==> src/rtl/vga_pixel_writer.sv <==
`default_nettype none
// ============================================================================
// Module      : vga_pixel_writer
// Description : Unpacks one DATA_W-bit word into NPIX = DATA_W/PIX_W pixels
//               and writes them, LSB pixel first, one per clock, to
//               consecutive framebuffer addresses starting at endereco_base.
//               Pixels whose address is past MEM_DEPTH-1 are not written
//               and raise err, which is reported alongside the done pulse.
//               Optional feature macro: VGA_PIXEL_WRITER_MASK_EN adds a
//               per-pixel write mask input (mask_in).
// Revision    : 1.0 - initial release
// ============================================================================
module vga_pixel_writer #(
    parameter int DATA_W    = 32,
    parameter int PIX_W     = 1,
    parameter int ADDR_W    = 12,
    parameter int MEM_DEPTH = 4096
) (
    input  logic                      clock,
    input  logic                      reset,
    input  logic                      start,
    input  logic [DATA_W-1:0]         dados_in,
    input  logic [ADDR_W-1:0]         endereco_base,
`ifdef VGA_PIXEL_WRITER_MASK_EN
    input  logic [DATA_W/PIX_W-1:0]   mask_in,
`endif
    output logic [PIX_W-1:0]          data,
    output logic [ADDR_W-1:0]         wraddress,
    output logic                      wren,
    output logic                      busy,
    output logic                      done,
    output logic                      err
);

    // ------------------------------------------------------------------------
    // Derived constants
    // ------------------------------------------------------------------------
    localparam int NPIX  = DATA_W / PIX_W;
    localparam int IDX_W = (NPIX > 1) ? $clog2(NPIX) : 1;

    localparam logic [IDX_W-1:0]  LAST_IDX  = IDX_W'(NPIX - 1);
    // Highest legal address, held one bit wider than the address bus so the
    // base + index sum can be compared without losing the carry.
    localparam logic [ADDR_W:0]   LAST_ADDR = (ADDR_W + 1)'(MEM_DEPTH - 1);

    // ------------------------------------------------------------------------
    // State encoding
    // ------------------------------------------------------------------------
    typedef enum logic [1:0] {
        ST_IDLE   = 2'd0,
        ST_WRITE  = 2'd1,
        ST_FINISH = 2'd2
    } state_t;

    // ------------------------------------------------------------------------
    // Registers and their next-state values
    // ------------------------------------------------------------------------
    state_t              state_q,     state_d;
    logic [DATA_W-1:0]   word_q,      word_d;      // shifts right one pixel per write
    logic [ADDR_W-1:0]   base_q,      base_d;
    logic [IDX_W-1:0]    idx_q,       idx_d;
    logic                err_flag_q,  err_flag_d;  // sticky out-of-range flag
    logic [PIX_W-1:0]    data_q,      data_d;
    logic [ADDR_W-1:0]   wraddress_q, wraddress_d;
    logic                wren_q,      wren_d;
    logic                busy_q,      busy_d;
    logic                done_q,      done_d;
    logic                err_q,       err_d;
`ifdef VGA_PIXEL_WRITER_MASK_EN
    logic [NPIX-1:0]     mask_q,      mask_d;      // shifts in step with word_q
`endif

    // ------------------------------------------------------------------------
    // Per-pixel helpers
    // ------------------------------------------------------------------------
    logic [ADDR_W:0]     pix_addr;
    logic                pix_in_range;
    logic                pix_enable;

    // Address of the current pixel, one bit wider to catch overflow past the
    // top of the address space, and its range test against the memory depth.
    always_comb begin
        pix_addr     = {1'b0, base_q} + (ADDR_W + 1)'(idx_q);
        pix_in_range = (pix_addr <= LAST_ADDR);
    end

    // The mask bit of the current pixel sits in bit 0 of the shifting mask.
`ifdef VGA_PIXEL_WRITER_MASK_EN
    assign pix_enable = mask_q[0];
`else
    assign pix_enable = 1'b1;
`endif

    // ------------------------------------------------------------------------
    // Next-state and next-output logic
    // ------------------------------------------------------------------------
    // Computes every register's next value; outputs default to their idle
    // levels, while data and wraddress hold unless a pixel updates them.
    always_comb begin
        state_d     = state_q;
        word_d      = word_q;
        base_d      = base_q;
        idx_d       = idx_q;
        err_flag_d  = err_flag_q;
        data_d      = data_q;
        wraddress_d = wraddress_q;
        wren_d      = 1'b0;
        busy_d      = 1'b0;
        done_d      = 1'b0;
        err_d       = 1'b0;
`ifdef VGA_PIXEL_WRITER_MASK_EN
        mask_d      = mask_q;
`endif

        unique case (state_q)
            ST_IDLE: begin
                if (start) begin
                    word_d     = dados_in;
                    base_d     = endereco_base;
                    idx_d      = '0;
                    err_flag_d = 1'b0;
`ifdef VGA_PIXEL_WRITER_MASK_EN
                    mask_d     = mask_in;
`endif
                    busy_d     = 1'b1;
                    state_d    = ST_WRITE;
                end
            end

            ST_WRITE: begin
                busy_d = 1'b1;
                // Current pixel is always in the low bits of the shifting word.
                data_d = word_q[PIX_W-1:0];
                word_d = word_q >> PIX_W;
`ifdef VGA_PIXEL_WRITER_MASK_EN
                mask_d = mask_q >> 1;
`endif
                if (pix_in_range) begin
                    wraddress_d = pix_addr[ADDR_W-1:0];
                    wren_d      = pix_enable;
                end else begin
                    // Out-of-range pixel: suppress the write, keep the last
                    // address on the bus, remember the error for done.
                    err_flag_d  = 1'b1;
                end

                if (idx_q == LAST_IDX) begin
                    state_d = ST_FINISH;
                end else begin
                    idx_d   = idx_q + 1'b1;
                end
            end

            ST_FINISH: begin
                // Single completion cycle; a start seen here is dropped.
                done_d  = 1'b1;
                err_d   = err_flag_q;
                state_d = ST_IDLE;
            end

            default: begin
                state_d = ST_IDLE;
            end
        endcase
    end

    // ------------------------------------------------------------------------
    // Register update
    // ------------------------------------------------------------------------
    // State and registered outputs; reset clears everything and aborts any
    // transaction in flight, taking priority over start.
    always_ff @(posedge clock) begin
        if (reset) begin
            state_q     <= ST_IDLE;
            word_q      <= '0;
            base_q      <= '0;
            idx_q       <= '0;
            err_flag_q  <= 1'b0;
            data_q      <= '0;
            wraddress_q <= '0;
            wren_q      <= 1'b0;
            busy_q      <= 1'b0;
            done_q      <= 1'b0;
            err_q       <= 1'b0;
`ifdef VGA_PIXEL_WRITER_MASK_EN
            mask_q      <= '0;
`endif
        end else begin
            state_q     <= state_d;
            word_q      <= word_d;
            base_q      <= base_d;
            idx_q       <= idx_d;
            err_flag_q  <= err_flag_d;
            data_q      <= data_d;
            wraddress_q <= wraddress_d;
            wren_q      <= wren_d;
            busy_q      <= busy_d;
            done_q      <= done_d;
            err_q       <= err_d;
`ifdef VGA_PIXEL_WRITER_MASK_EN
            mask_q      <= mask_d;
`endif
        end
    end

    // ------------------------------------------------------------------------
    // Outputs
    // ------------------------------------------------------------------------
    assign data      = data_q;
    assign wraddress = wraddress_q;
    assign wren      = wren_q;
    assign busy      = busy_q;
    assign done      = done_q;
    assign err       = err_q;

endmodule
`default_nettype wire

==> config.mk <==
export PLATFORM = sky130hd
export DESIGN_NAME = vga_pixel_writer
export DESIGN_NICKNAME = d
export VERILOG_FILES = /design/src/rtl/vga_pixel_writer.sv
export SDC_FILE = /design/constraint.sdc
export NUM_CORES = 1
export LEC_CHECK = 0
export CAP_MARGIN = 20
export CELL_PAD_IN_SITES_DETAIL_PLACEMENT = 2
export CELL_PAD_IN_SITES_GLOBAL_PLACEMENT = 2
export CORE_ASPECT_RATIO = 1.75
export CORE_MARGIN = 2
export CORE_UTILIZATION = 25
export DETAILED_ROUTE_END_ITERATION = 16
export PLACE_DENSITY_LB_ADDON = 0.08
export SLEW_MARGIN = 20
export SYNTH_ARGS = -nofsm -noshare
export SYNTH_HDL_FRONTEND = slang
export SYNTH_SLANG_ARGS = --single-unit
==> constraint.sdc <==
create_clock -name clock -period 2.3 [get_ports clock]
set_input_delay 0.46 -clock clock [delete_from_list [all_inputs] [get_ports clock]]
set_output_delay 0.46 -clock clock [all_outputs]
set_load 0.05 [all_outputs]
After elaboration in Yosys (flattened, before gate mapping) --
Cells that the tools add are included.
Storage, ports and cells: latch bits 0, memories 0, logic and storage cells 48, bits of input ports 47, output and inout bits 17, register bits after elaboration 69, RAM bits 0, ROM bits 0
Cells by class: multiplexer cells 15, divide/modulo/power cells 0, equality and inequality tests 7, bitwise operators 2, add/sub/neg operators 2, shifts and indexed selects 0, reductions and logical operators 10, order comparisons 1, multipliers 0
Operators by type and width (count):
- $pmux W32 S2 | 1
- $mux W32 | 1
- $add A12 B5 Y13 | 1
- $le A13 B12 Y1 const B | 1
- $mux W5 | 2
- $pmux W5 S2 | 1
- $ne A2 B2 Y1 const B | 4
- $reduce_and A2 Y1 | 4
- $reduce_and A3 Y1 | 2
- $add A5 B1 Y5 const B | 1
- $eq A5 B5 Y1 const B | 1
- $mux W1 | 5
- $mux W2 | 2
- $pmux W1 S2 | 2
- $pmux W2 S2 | 1
- $reduce_or A2 Y1 | 2
- $eq A2 B1 Y1 const B | 1
- $eq A2 B2 Y1 const B | 1
- $logic_not A2 Y1 | 1
- $not A1 Y1 | 2
- $reduce_bool A2 Y1 | 1

Depth between registers and ports, before layout --
depth after elaboration 4, gate-level depth with buffers 7, mapped depth without buffers 7

Least setup slack after synthesis --
OpenSTA, ideal clock, no wires.
path kind register to register, from reg idx_q[0], to reg wraddress_q[7], in the netlist wraddress[7], data arrival time 1.858 ns, buffers on the path 0, setup time 0.086 ns, data required time 2.214 ns, period minus slack after synthesis 1.944 ns, slack 0.356 ns, stages on the path, launching flop included 8, cell sequence dfxtp_1 > ha_1 > fa_1 > a21o_1 > a22oi_4 > o21ai_4 > nor2b_1 > a211oi_1
Between the ends: word-level cells in the longest chain between the ends 3
RTL lines:
- start: declaration | RTL line 61 | logic [IDX_W-1:0] idx_q, idx_d;
- start signal: assignment | RTL line 192 | idx_q <= idx_d;
- $add A12 B5 Y13 * | RTL line 83 | pix_addr = {1'b0, base_q} + (ADDR_W + 1)'(idx_q);
- $le A13 B12 Y1 | RTL line 84 | pix_in_range = (pix_addr <= LAST_ADDR);
- $reduce_and A2 Y1 (no source line)
- end signal: assignment | RTL line 195 | wraddress_q <= wraddress_d;
- end: declaration | RTL line 64 | logic [ADDR_W-1:0] wraddress_q, wraddress_d;
Mark *: on every way between the ends. The rest lies on a longest branch, timed or not. A chain may end at the register's enable or synchronous reset.

Final worst setup path --
from reg idx_q[0], to reg wraddress_q[9], in the netlist wraddress[9]
Same word-level chain as after synthesis.

==> metrics.md <==
| Metric | Value |
|---|---|
| Total Neg Setup Slack | 0 ns |
| CTS Hold Buffers Added | 0 |
| First-pass GRT wire length | 14.4 mm |
| H-tree depth | 3 |
| Post-Route Utilization | about 35% |
| IO Pins | 64 |
| Area after DPL | ~3800 um^2 |
| MaxCap Viol Count | 0 |
| Final wirelength | ~9 mm |
| Hold depth | 2 |
| CP bufs+invs | 0 |
| Fin Hold WS | about 0.46 ns |
| Post-CTS Setup Inserts | 0 |
| Core area | approximately 12000 um^2 |
| Via Count | around 2800 |
| Area Growth Syn to Fin | 34.9% |
| Die height | between 100 and 150 um |
| CP required | approximately 2.5 ns |
| Async S/R FF share, synth | 0% |
| Mapped Cells | about 360 |
| Hold Path Class | flip-flop to flip-flop |
| FP Rows | 52 |
| Layout cells sized above 1 | between 6 and 7% |
| GP Congestion | 0.698 |
| Sw frac | between 20% and 30% |
| Reg-to-Reg End | wraddress[9] |
| Avg Cell Area, Syn | around 8 um^2 |
| Non-Filler Instances | ~560 |
| Synth cell types | 33 |
| Clk pwr share | about two fifths |
| Setup Viol. Count Final | 0 |
| PortBufs | between 60 and 70 |
| Int Pwr | 2.20 mW |
| Net switching power | about 800 uW |
| Top delay family on crit path | compound AO/OA/AOI/OAI gates |
| Initial DRC count | 105 |
| Max VDD drop | between 300 and 400 uV |
| Final Max Tran Viols | 0 |
| Ant diodes | 0 |
| Chip width | 86.7 um |
| Residual DRC count | 0 |
| Avg WL per Cell | 15.6 um |
| Mapped Nets | 419 |
| Number of flops mapped to enable cells by yosys | 0 |
| R2R Setup Slk | between 0.1 and 0.15 ns |
| Clock period minus final worst setup slack | between 2 and 2.5 ns |
| Fillers | 1308 |
| Setup crit end kind | flip-flop |
| First-pass DRT Iterations | 4 |
| Synth Flop Type | dfxtp_1 |
| Total gr overflow | 0 |
| Leading cell type in the layout, fill and taps excluded | nand2_1 |
| Worst Path Max Fanout | 9 |
| Clock sinks | 69 |
| Critical-path cell list | ha_1 -> fa_1 -> a21o_1 -> a22oi_4 -> o21ai_4 -> nor2b_1 -> a211oi_1 |
| Ys Warns | 0 |
| Routed vias/inst | around 5.0 |
| Nets | between 400 and 500 |
| Largest net degree at the start of global routing | 40 |
| Outcome | completed |
| Crit Path Category | flip-flop to flip-flop |
| Largest stage delay on the critical path | between 0.4 and 0.5 ns |
| Vias in the first global route | between 2000 and 3000 |
| Clock skew | approximately 0.0058 ns |
| Post-synthesis sequential area ratio | 46.2% |
| Final Cell Area | around 4000 um^2 |
| Worst r2r path cells | 7 |
| Placed cells | 545 |
| CTS resizes | 0 |
| Synth Register Bits | 69 |
| Crit-path slowest cell | fa_1 |
| Slew HR | 62.2% |
| WP data arrival | around 2.4 ns |
| LEAKAGE | roughly 1.6 nW |
| Fmax | approximately 460 MHz |
| Initial Util | between 20% and 30% |
| RSZ-0062 raised after global routing | no |
| Initial antenna violation count | 0 |
| Clk root buf | clkbuf_16 |
| Share of power burned in registers | 44.4% |
| Clock buffer depth | 2 |
| Syn Std Cell Area | between 2000 and 3000 um^2 |
| DP HPWL | slightly above 6 mm |
| Final period utilization | ~94% |
| TritonCTS buffer count | 9 |
| Logic gate share of total power | 14.8% |
| Clk slew on worst S/H paths | approximately 0.050 ns |
| Crit path launch type | flip-flop |
| Endpoints failing hold | 0 |
| Leading cell types in the layout, fill and taps excluded | nand2_1, dfxtp_1, clkdlybuf4s50_1 |
| PwrDens | 745 nW/um^2 |
| Antenna-violating nets left | 0 |
| Worst Tran Pin Value | 0.568 ns |
| CTS tree | done |
| Skew-Pair Late Insertion Delay | roughly 0.33 ns |
| Origin of the critical flop-to-flop path | idx_q[0] |
| Hold_sp | wraddress[6] |
| Worst Hold End | wraddress[6] |
| Die area | between 10000 and 15000 um^2 |
| Tot GR Track Use | between 10% and 20% |
[Yosys cell counts (2+ instances only)]
master | n | share of area (%)
nand3_1 | 3 | 0.50
nor3_1 | 7 | 1.2
nor2_1 | 51 | 6.4
xor2_1 | 8 | 2.3
and3_1 | 3 | 0.63
o21a_1 | 2 | 0.50
a21oi_1 | 20 | 3.3
clkbuf_1 | 18 | 2.3
a311oi_1 | 31 | 9.1
a211oi_1 | 3 | 0.75
ha_1 | 7 | 2.9
nand2_1 | 101 | 13
a22oi_1 | 3 | 0.75
mux2i_1 | 6 | 2.0
and2_1 | 2 | 0.42
nor3b_1 | 2 | 0.50
buf_1 | 3 | 0.38
xnor2_1 | 2 | 0.59
dfxtp_1 | 69 | 46
nor2b_1 | 3 | 0.63
a21o_1 | 2 | 0.50
buf_2 | 6 | 1.0
o21ai_0 | 2 | 0.33
[flip-flops by register name (all words and copies together), names as in the netlist]
register / count
err_flag_q: 1
base_q: 12
wraddress: 12
idx_q: 5
state_q: 2
word_q: 32
busy: 1
done: 1
data: 1
err: 1
wren: 1
[stage by stage]
step / power, mW / worst slack [ns]
after floorplan: 1.61 / 0.356
after global placement: 1.80 / 0.226
after detailed placement: 1.81 / 0.115
after CTS: 3.07 / 0.113
after global routing: 3.17 / 0.0236
final: 3.01 / 0.141
[routing by layer]
metal  share of wire [%]  global-route usage, %  wire length (um)  vias up
met2                  53                   25.9              4620       44
li1                    -                      -                 -     1361
met1                  42                   16.2              3700     1372
met4                 1.7                   7.27               150        0
met5                   0                      0                 0        -
met3                 3.1                   2.05               270       10
[layout make-up]
class,instances,area [um^2],share of cell area [%]
Sequential cell,69,1380,34.3
Timing Repair Buffer,73,726,18.0
Clock inverter,2,10.0,0.248
Clock buffer,14,244,6.05
Tap cell,135,169,4.19
Multi-Input combinational cell,268,1500,37.3
[worst max path at each step]
stage               cells past startpoint      endpoint  slack (ns)      from
detailed placement                      7  wraddress[9]        0.11  idx_q[0]
CTS                                     7  wraddress[9]        0.11  idx_q[0]
finish                                  7  wraddress[9]        0.14  idx_q[0]
global route                            7  wraddress[7]        0.02  idx_q[0]
global placement                        7  wraddress[7]        0.23  idx_q[0]
floorplan                               7  wraddress[7]        0.36  idx_q[0]
[logic make-up (layout without fill, tap and decap cells)]
kind of cell    after synthesis  after routing  synth area share [%]
mux                           6              6                  2.01
xor+xnor                     10             10                  2.93
simple gates                176            176                  24.1
buf+inv                      27             89                  3.64
compound gates               68             68                  17.5
flops                        69             69                  46.2
fa+ha+maj                     8              8                  3.60
[power by group through the flow]
stage          Clock [mW]  Sequential [mW]  Combinational [mW]
3_3_place_gp            0             1.36               0.447
6_report             1.23             1.33               0.444
5_1_grt              1.33             1.35               0.496
2_1_floorplan           0             1.39               0.226
4_1_cts              1.28             1.34               0.456
3_5_place_dp            0             1.36               0.454
[worst reg2reg max path: stages, from the launching register on]
cell and delay [ns]:
dfxtp_1 0.34, ha_1 0.22, fa_1 0.41, a21o_1 0.24
a22oi_4 0.30, o21ai_4 0.17, nor2b_1 0.17, a211oi_1 0.21
No activity file was read; power rests on OpenSTA's default activity.
